<file path="config.mk">
export PLATFORM = sky130hd
export DESIGN_NAME = dbuf_rx_deglitch
export DESIGN_NICKNAME = d
export VERILOG_FILES = /design/src/rtl/dbuf_rx_deglitch.sv
export SDC_FILE = /design/constraint.sdc
export NUM_CORES = 1
export LEC_CHECK = 0
export ABC_AREA = 1
export CELL_PAD_IN_SITES_DETAIL_PLACEMENT = 0
export CELL_PAD_IN_SITES_GLOBAL_PLACEMENT = 1
export CORE_AREA = 10 10 49 51
export CTS_BUF_LIST = sky130_fd_sc_hd__clkbuf_8
export DETAILED_ROUTE_END_ITERATION = 12
export DIE_AREA = 0 0 59 61
export GPL_TIMING_DRIVEN = 0
export PLACE_DENSITY_LB_ADDON = 0.2
export RECOVER_POWER = 50
export SLEW_MARGIN = 15
export SYNTH_ARGS = -nofsm -noshare
export SYNTH_HDL_FRONTEND = slang
export SYNTH_SLANG_ARGS = --single-unit
</file>
<file path="constraint.sdc">
create_clock -name CELCLK -period 1.9 [get_ports CELCLK]
set_input_delay 0.38 -clock CELCLK [delete_from_list [all_inputs] [get_ports CELCLK]]
set_output_delay 0.38 -clock CELCLK [all_outputs]
set_load 0.005 [all_outputs]
</file>
<file path="src/rtl/dbuf_rx_deglitch.sv">
// Receive-side deglitcher: synchronises an asynchronous level, accepts a new level only after
// DEGLITCH_CYCLES stable samples, and reports edges plus a saturating count of rejected pulses.
module dbuf_rx_deglitch #(
  parameter int unsigned SYNC_STAGES     = 2,
  parameter int unsigned DEGLITCH_CYCLES = 4,
  parameter int unsigned GLITCH_W        = 4,
  parameter bit          RST_VAL         = 1'b0
) (
  input  logic                CELCLK,
  input  logic                CELRSTN,
  input  logic                CELV,
  input  logic                CELG,
  input  logic                SUB,
  input  logic                i,
  input  logic                glitch_clr,
  output logic                o,
  output logic                rise,
  output logic                fall,
  output logic                busy,
  output logic [GLITCH_W-1:0] glitch_cnt
);

  localparam int unsigned CntW = $clog2(DEGLITCH_CYCLES);
  localparam logic [CntW-1:0] CntLast = CntW'(DEGLITCH_CYCLES - 1);
  localparam logic [CntW-1:0] CntOne  = CntW'(1);

  typedef enum logic [1:0] {StStbL, StChkH, StStbH, StChkL} state_e;

  // Power/substrate pins carry no function.
  logic unused_pins;
  assign unused_pins = ^{CELV, CELG, SUB};

  logic [SYNC_STAGES-1:0] sync_q;
  logic                   i_sync;
  state_e                 state_q, state_d;
  logic [CntW-1:0]        cnt_q, cnt_d;
  logic                   o_q, o_d;
  logic                   busy_q, busy_d;
  logic                   rise_q, rise_d;
  logic                   fall_q, fall_d;
  logic [GLITCH_W-1:0]    gcnt_q, gcnt_d;
  logic                   glitch;

  assign i_sync = sync_q[SYNC_STAGES-1];

  always_ff @(posedge CELCLK) begin
    if (!CELRSTN) begin
      sync_q <= {SYNC_STAGES{RST_VAL}};
    end else begin
      sync_q <= {sync_q[SYNC_STAGES-2:0], i};
    end
  end

  always_comb begin
    state_d = state_q;
    cnt_d   = cnt_q;
    rise_d  = 1'b0;
    fall_d  = 1'b0;
    glitch  = 1'b0;
    unique case (state_q)
      StStbL: begin
        if (i_sync) begin
          state_d = StChkH;
          cnt_d   = CntOne;
        end
      end
      StChkH: begin
        if (!i_sync) begin
          state_d = StStbL;
          cnt_d   = '0;
          glitch  = 1'b1;
        end else if (cnt_q == CntLast) begin
          state_d = StStbH;
          cnt_d   = '0;
          rise_d  = 1'b1;
        end else begin
          cnt_d = cnt_q + CntOne;
        end
      end
      StStbH: begin
        if (!i_sync) begin
          state_d = StChkL;
          cnt_d   = CntOne;
        end
      end
      StChkL: begin
        if (i_sync) begin
          state_d = StStbH;
          cnt_d   = '0;
          glitch  = 1'b1;
        end else if (cnt_q == CntLast) begin
          state_d = StStbL;
          cnt_d   = '0;
          fall_d  = 1'b1;
        end else begin
          cnt_d = cnt_q + CntOne;
        end
      end
      default: begin
        state_d = RST_VAL ? StStbH : StStbL;
        cnt_d   = '0;
      end
    endcase
  end

  // Outputs are decoded from the next state so they can be registered alongside it.
  always_comb begin
    o_d    = (state_d == StStbH) || (state_d == StChkL);
    busy_d = (state_d == StChkH) || (state_d == StChkL);
    gcnt_d = gcnt_q;
    if (glitch_clr) begin
      gcnt_d = '0;
    end else if (glitch && (gcnt_q != {GLITCH_W{1'b1}})) begin
      gcnt_d = gcnt_q + 1'b1;
    end
  end

  always_ff @(posedge CELCLK) begin
    if (!CELRSTN) begin
      state_q <= RST_VAL ? StStbH : StStbL;
      cnt_q   <= '0;
      o_q     <= RST_VAL;
      busy_q  <= 1'b0;
      rise_q  <= 1'b0;
      fall_q  <= 1'b0;
      gcnt_q  <= '0;
    end else begin
      state_q <= state_d;
      cnt_q   <= cnt_d;
      o_q     <= o_d;
      busy_q  <= busy_d;
      rise_q  <= rise_d;
      fall_q  <= fall_d;
      gcnt_q  <= gcnt_d;
    end
  end

  assign o          = o_q;
  assign busy       = busy_q;
  assign rise       = rise_q;
  assign fall       = fall_q;
  assign glitch_cnt = gcnt_q;

endmodule
</file>
## Word-level counts from Yosys, hierarchy flattened

Index checks and enable logic that the tools add are counted.
W data, S select, Z words.

| cells by class | value |
|---|---|
| equality and inequality tests | 10 |
| add/subtract/negate cells | 2 |
| bitwise logic cells | 2 |
| multiply operators | 0 |
| div/mod/pow operators | 0 |
| mux-type cells | 17 |
| shift-type cells | 0 |
| magnitude comparators | 0 |
| reductions and logical operators | 8 |

Operator list:

| kind | count |
|---|---|
| $mux W2 | 11 |
| $pmux W2 S4 | 2 |
| $eq A2 B2 Y1 const B | 5 |
| $add A4 B1 Y4 const B | 1 |
| $eq A2 B1 Y1 const B | 2 |
| $ne A2 B2 Y1 const B | 2 |
| $ne A4 B4 Y1 const B | 1 |
| $mux W1 | 3 |
| $reduce_and A3 Y1 | 1 |
| $reduce_or A3 Y1 | 1 |
| $add A2 B1 Y2 const B | 1 |
| $logic_not A2 Y1 | 1 |
| $logic_or A1 B1 Y1 | 2 |
| $not A1 Y1 | 2 |
| $pmux W1 S2 | 1 |
| $reduce_and A2 Y1 | 1 |
| $reduce_or A2 Y1 | 1 |
| $logic_and A1 B1 Y1 | 1 |

| storage, ports and cells | value |
|---|---|
| bits in read-only memories | 0 |
| memories | 0 |
| bits in writable memories | 0 |
| latch bits | 0 |
| bits in registers | 14 |
| output and inout port bits | 8 |
| input bits | 7 |

## Depth between registers and ports, before layout

Gate-level depths: netlist (run 1).

| depth | value |
|---|---|
| depth after elaboration | 6 |
| gate-level depth with buffers | 6 |
| gate-level depth less buffers | 6 |

## Least setup slack after synthesis (run 1)

No wires, ideal clock.

| path | value |
|---|---|
| path type | register to register |
| from | register gcnt_q[0], in the netlist glitch_cnt[0] |
| to | register gcnt_q[3], in the netlist glitch_cnt[3] |
| data arrival time | 1024 ps |
| slack | 806 ps |
| library setup time | 70 ps |
| data required time | 1830 ps |
| cell stages (with the launch flop) | 6 |
| cells stage by stage | dfxtp_1 > ha_1 > nand3_1 > nand2_2 > nand2_1 > a21oi_1 |

| on the way | value |
|---|---|
| word-level cells in the longest chain between the ends | 2 |
| elaborated cells on any way between the ends | 3 |

RTL lines:

| element | line | source |
|---|---|---|
| start: declaration | 41 | `logic [GLITCH_W-1:0] gcnt_q, gcnt_d;` |
| start signal: assignment | 134 | `gcnt_q <= gcnt_d;` |
| parallel branches: the longest is 2 deep, another holds $add A4 B1 Y4 | -- |  |

Parallel ways; which one is timed is not known.
A chain may end at the register's enable or synchronous reset.

## Final worst setup path (run 1)

| path | value |
|---|---|
| from | register gcnt_q[0], in the netlist glitch_cnt[0] |
| to | output glitch_cnt[0] |

RTL lines:

| element | line | source |
|---|---|---|
| end: declaration | 20 | `output logic [GLITCH_W-1:0] glitch_cnt` |

No word-level cell between the ends.

==> impl_metrics.tcl, run 1 <==
set metrics [dict create \
    hpwl_um 755 \
    synth_cell_type_count 14 \
    areaGrowthSynthToFinish_pct 33.9 \
    avgSynthCellArea_um2 7.95 \
    clock_latency_ns 0.25 \
    critPathKind "flip-flop to output pin" \
    grt.busiest_layer "met2" \
    post_cts_buffers 0 \
    synth_cells 65 \
    fmax_ghz 0.631 \
    yosysSeqAreaShare_pct 50.4 \
    cp_cell_sequence "clkdlybuf4s50_1" \
    cts_buffer_depth 2 \
    slowest_stage "clkdlybuf4s50_1" \
    utilization_pct 47.0 \
    fillers 156 \
    core_region_area_mm2 0.00147 \
    postPlaceCellArea_um2 647 \
    dieArea_mm2 0.00360 \
    wl_um 1020 \
    rsz0062_at_grt "no" \
    drtPass1Iterations 3 \
    fp.dieH_um 61 \
    final_max_slew_viol_count 0 \
    end_kind "output pin" \
    layout_min_cycle_time_ns 1.58 \
    fin_crit_sh_pct 83.4 \
    nNetsFinal 90 \
    io_pins 15 \
    yosys-top-cells-area "dfxtp_1 50%, nand2_1 8.7%, nand3_1 6.8%, inv_1 6.5%, a21oi_1 5.8%" \
    powerDensity_mw_per_mm2 795 \
    maxCapViolCount 0 \
    cpPeakStageDelay_ns 0.54 \
    track_usage_pct 6.88 \
    cts_tree "yes" \
    start_util_pct 35.1 \
    first_global_vias 415 \
    grt_antenna_before_repair 0 \
    use_met3_pct 3.76 \
    cts-htree-levels 1 \
    drive_gt1_share_pct 7.50 \
    route.vias.total 446 \
    drc 0 \
    max_slew.worst_pin.slew_ns 0.308 \
    final_area_um2 692 \
    use_met1_pct 7.07 \
    port_buffers 11 \
    hold_buffers 0 \
    yosysWarningCount 0 \
    crit_buf_inv 1 \
    ys_ff_latch 13 \
    antennaDiodeCount 0 \
    crit_path_start_kind "flip-flop" \
    overflow 0 \
    routedWlPerCell_um 10.6 \
    cts_root_buf "clkbuf_8" \
    cts_sinks 13 \
    syn_nets 74 \
    place.gp.congestion 0.778 \
    die_width_um 59 \
    clk_pin_slew_ns 0.05 \
    netlist_area_um2 517 \
    p_leak_nw 0.294 \
    status "finished, final reports clean" \
    cp_max_fo 6 \
    yosysTopAreaCell "dfxtp_1" \
    hold_violations 0 \
    post_cts_resized 0 \
    arrival_ns 1.20 \
    ant_nets 0 \
    fin_setup_tns_ns 0 \
    drt-initial-drc-count 11 \
    synth_top_area_share_pct 50.4 \
    grt_max_degree 8 \
    relSlewSlack_pct 79.3 \
    num_rows 14 \
    crit_family "buffers and inverters" \
    crit_required_ns 1.52 \
    hp-class "flip-flop to flip-flop" \
    finClkSkew_ns 0.000490 \
    vdd_drop_max_mv 0.411 \
    grtUsageMet2_pct 9.16 \
    grt_pass1_wl_um 1770 \
    cts_inserted_buffers 3 \
    setup_viol 0 \
    routed_via_density 4.65 \
]
==> per-layer routing <==
layer | up-vias | part of all wire (%)
met4 | 0 | 5.0
met5 | - | 0
met3 | 5 | 8.4
met2 | 11 | 39
met1 | 184 | 47
li1 | 246 | -
==> synth_stat cells <==
cell / n
xnor2_1: 1
o21ai_1: 1
nor4_1: 1
nand4_1: 2
a21oi_1: 6
nand2_2: 2
dfxtp_1: 13
nand3_1: 7
inv_1: 9
nor2_1: 6
ha_1: 2
nand3_2: 1
o21ai_0: 2
nand2_1: 12
==> metrics by stage <==
step	hold WS (ns)	cells	power (mW)	setup WS, ns
6_report	0.413	96	0.550	0.316
5_1_grt	0.439	96	0.572	0.254
4_1_cts	0.418	96	0.560	0.298
3_5_place_dp	0.405	92	0.311	0.396
3_3_place_gp	0.393	92	0.311	0.378
2_1_floorplan	0.390	65	0.299	0.806
==> logic make-up after synthesis <==
kind of cell	count (synthesis)	share of synthesized area, %
AND/OR/NAND/NOR	31	27.8
flip-flops	13	50.4
AO/OA/AOI/OAI	9	8.72
buffers and inverters	9	6.54
adder cells (fa/ha/maj)	2	4.84
XOR/XNOR	1	1.70
==> state kept, by name, indices dropped and copies added, names as in the netlist <==
register,cells
sync_q,2
cnt_q,2
glitch_cnt,4
state_q,2
fall,1
rise,1
busy,1
==> worst reg2reg max path, stage by stage, from the launching register on <==
cell	delay [ns]
dfxtp_1	0.42
ha_1	0.22
nand3_1	0.19
nand2_2	0.15
nand2_1	0.05
a21oi_1	0.13
==> worst paths after layout <==
check / slack [ns] / endpoint / start / depth (start not counted)
worst min register to register: 0.41 / sync_q[1] / sync_q[0] / 2
worst max register to register: 0.68 / glitch_cnt[3] / glitch_cnt[0] / 5
worst min-delay path: 0.41 / sync_q[1] / sync_q[0] / 2
worst max-delay path: 0.32 / glitch_cnt[0] / glitch_cnt[0] / 1
==> final cells by class <==
| type | instances | area (um2) | share of cell area, % |
|---|---|---|---|
| tap | 16 | 20.0 | 2.89 |
| clock buffer | 3 | 41.3 | 5.97 |
| timing repair buffer | 11 | 110 | 15.9 |
| clock inverter | 1 | 3.75 | 0.542 |
| sequential | 13 | 260 | 37.6 |
| inverter | 9 | 33.8 | 4.88 |
| multi-input combinational | 43 | 223 | 32.2 |
==> report_power, final <==
part	switching (mW)	total (mW)	internal (mW)
combinational	0.0117	0.0234	0.0117
sequential	0.00392	0.281	0.277
clock	0.102	0.245	0.143
total	0.118	0.550	0.432
==> placed cells by master, fill, tap and decap left out, drive strengths merged <==
cell / instances
a21oi: 6
dlygate4sd3: 1
nand3: 8
inv: 10
nor4: 1
xnor2: 1
nor2: 6
clkdlybuf4s50: 10
ha: 2
dfxtp: 13
nand4: 2
nand2: 14
o21ai: 3
clkbuf: 3
Note: power is estimated with default switching activity, not from simulation.
==> run 2: changes to the inputs <==
--- a/config.mk
+++ b/config.mk
@@ -8,10 +8,10 @@
 export ABC_AREA = 1
 export CELL_PAD_IN_SITES_DETAIL_PLACEMENT = 0
 export CELL_PAD_IN_SITES_GLOBAL_PLACEMENT = 1
-export CORE_AREA = 10 10 49 51
+export CORE_AREA = 10 10 51 53
 export CTS_BUF_LIST = sky130_fd_sc_hd__clkbuf_8
 export DETAILED_ROUTE_END_ITERATION = 12
-export DIE_AREA = 0 0 59 61
+export DIE_AREA = 0 0 61 63
 export GPL_TIMING_DRIVEN = 0
 export PLACE_DENSITY_LB_ADDON = 0.2
 export RECOVER_POWER = 50
==> constraint.sdc (replaced) <==
create_clock -name CELCLK -period 1.5 [get_ports CELCLK]
set_input_delay 0.3 -clock CELCLK [delete_from_list [all_inputs] [get_ports CELCLK]]
set_output_delay 0.3 -clock CELCLK [all_outputs]
set_load 0.005 [all_outputs]
==> impl_metrics.tcl, run 2 (synthesis gave the netlist of run 1 again) <==
set metrics [dict create \
    r2r_cells 5 \
    min_path_cells 2 \
    clk_pin_slew_ns 0.05 \
    seqCellArea_um2 267 \
    route.vias.total 446 \
    slowest_stage "clkdlybuf4s50_1" \
    areaGrowthSynthToFinish_pct 35.4 \
    setup_slack_ns 0.0761 \
    dieArea_mm2 0.00384 \
    p_switching_mw 0.137 \
    routedWlPerCell_um 11.0 \
    hpwl_um 799 \
    post_cts_buffers 0 \
    power.internal_mw 0.547 \
    r2r_start "glitch_cnt[0]" \
    fmax_ghz 0.702 \
    seqPwrFrac_pct 52.2 \
    overflow 0 \
    relSlewSlack_pct 76.9 \
    clock_latency_ns 0.24 \
    crit_path_start_kind "flip-flop" \
    fillers 188 \
    start_util_pct 31.3 \
    core_region_area_mm2 0.00165 \
    r2r_setup_slack_ns 0.35 \
    wl_um 1060 \
    hold_violations 0 \
    vdd_drop_max_mv 0.537 \
    layout_min_cycle_time_ns 1.42 \
    cts_inserted_buffers 3 \
    finClkSkew_ns 0.000937 \
    combPwrFrac_pct 4.4 \
    cp-startpoint "glitch_cnt[2]" \
    end_kind "output pin" \
    switching_share_pct 20.0 \
    grt_antenna_before_repair 0 \
    finalPower_mw 0.683 \
    grt_max_degree 8 \
    status "finished, final reports clean" \
    crit_required_ns 1.20 \
    critPathKind "flip-flop to output pin" \
    pre_cts_ws_ns 0.0836 \
    track_usage_pct 6.37 \
    die_width_um 61 \
    cts_sinks 13 \
    cp_cell_sequence "clkdlybuf4s50_1" \
    place.gp.congestion 0.792 \
    clockPowerShare_pct 43.4 \
    drtPass1Iterations 3 \
    num_rows 15 \
    cp_num_cells 1 \
    crit_family "buffers and inverters" \
    p_leak_nw 0.297 \
    fp.dieH_um 63 \
    first_global_vias 458 \
    fin_crit_sh_pct 94.9 \
    cp_max_fo 6 \
    reg2reg_to "glitch_cnt[3]" \
    antennaDiodeCount 0 \
    powerDensity_mw_per_mm2 977 \
    grt_pass1_wl_um 1900 \
    routed_via_density 4.60 \
    setup_viol 0 \
    cts_buffer_depth 2 \
    rsz0062_at_grt "no" \
    final_common_cell "nand2_1" \
    cpPeakStageDelay_ns 0.51 \
    multi_input_area_um2 223 \
    arrival_ns 1.12 \
    drive_gt1_share_pct 13.8 \
    nNetsFinal 90 \
    setup.worst_path.end "glitch_cnt[2]" \
    hp-class "flip-flop to flip-flop" \
    crit_buf_inv 1 \
    drt-initial-drc-count 2 \
    cts-htree-levels 1 \
    maxCapViolCount 0 \
    hold_buffers 0 \
    max_slew.worst_pin.slew_ns 0.345 \
    cts_root_buf "clkbuf_8" \
    drc 0 \
    port_buffers 11 \
    fin_setup_tns_ns 0 \
    ant_nets 0 \
    mostFrequentLayoutCells "12 x nand2_1, 10 x inv_1, 10 x clkdlybuf4s50_1" \
    largest_register_ffs 4 \
    io_pins 15 \
    cts_tree "yes" \
    final_max_slew_viol_count 0 \
]
[run 2: cell count changes in the layout (fill, tap and decap cells not counted)]
| cell | previous run | this run |
|---|---|---|
| dfxtp_2 | 0 | 5 |
| dfxtp_1 | 13 | 8 |
[run 2: timing repair]
item	4_1_cts	5_1_grt
hold endpoints to repair	0	0
resized for setup	1	4
setup endpoints to repair	1	4
gates cloned	0	0
[run 2: worst register-to-register path: cells and delay by family (launching register included)]
kind                       cells  cell delay, ns
and+or+nand+nor                3            0.38
DFF                            1            0.37
adders and majority gates      1            0.20
AOI/OAI and AO/OA              1            0.13
[run 2: worst min path at each step]
stage               slack [ns]      start        end
detailed placement        0.40  sync_q[0]  sync_q[1]
CTS                       0.42  sync_q[0]  sync_q[1]
global placement          0.40  sync_q[0]  sync_q[1]
floorplan                 0.39  sync_q[0]  sync_q[1]
finish                    0.41  sync_q[0]  sync_q[1]
global route              0.44  sync_q[0]  sync_q[1]
[run 2: area by class of cell]
| cell class | count | share of cell area [%] |
|---|---|---|
| Inverter | 9 | 4.83 |
| Sequential cell | 13 | 38.1 |
| Timing Repair Buffer | 11 | 15.7 |
| Clock buffer | 3 | 5.90 |
| Multi-Input combinational cell | 43 | 31.8 |
| Tap cell | 17 | 3.04 |
| Clock inverter | 1 | 0.537 |
[run 2: power groups by stage]
stage / logic (mW) / registers [mW] / clock network (mW)
6_report: 0.0302 / 0.356 / 0.297
2_1_floorplan: 0.0159 / 0.363 / 0
5_1_grt: 0.0349 / 0.357 / 0.329
4_1_cts: 0.0314 / 0.356 / 0.312
3_5_place_dp: 0.0312 / 0.364 / 0
3_3_place_gp: 0.0308 / 0.364 / 0
[run 2: layer usage]
metal  wire length, um  track usage, %
met1               503            7.34
met2               486            8.93
met3                60            2.44
met4                12            4.95
met5                 0               0
[run 2: through the flow]
step	area [um2]	hold WS [ns]	util, %	std cells
after global routing	699	0.443	42.3	97
final	699	0.412	42.3	97
after detailed placement	648	0.402	39.2	93
after floorplan	517	0.390	-	65
after CTS	694	0.415	42.0	97
after global placement	648	0.395	39.2	93
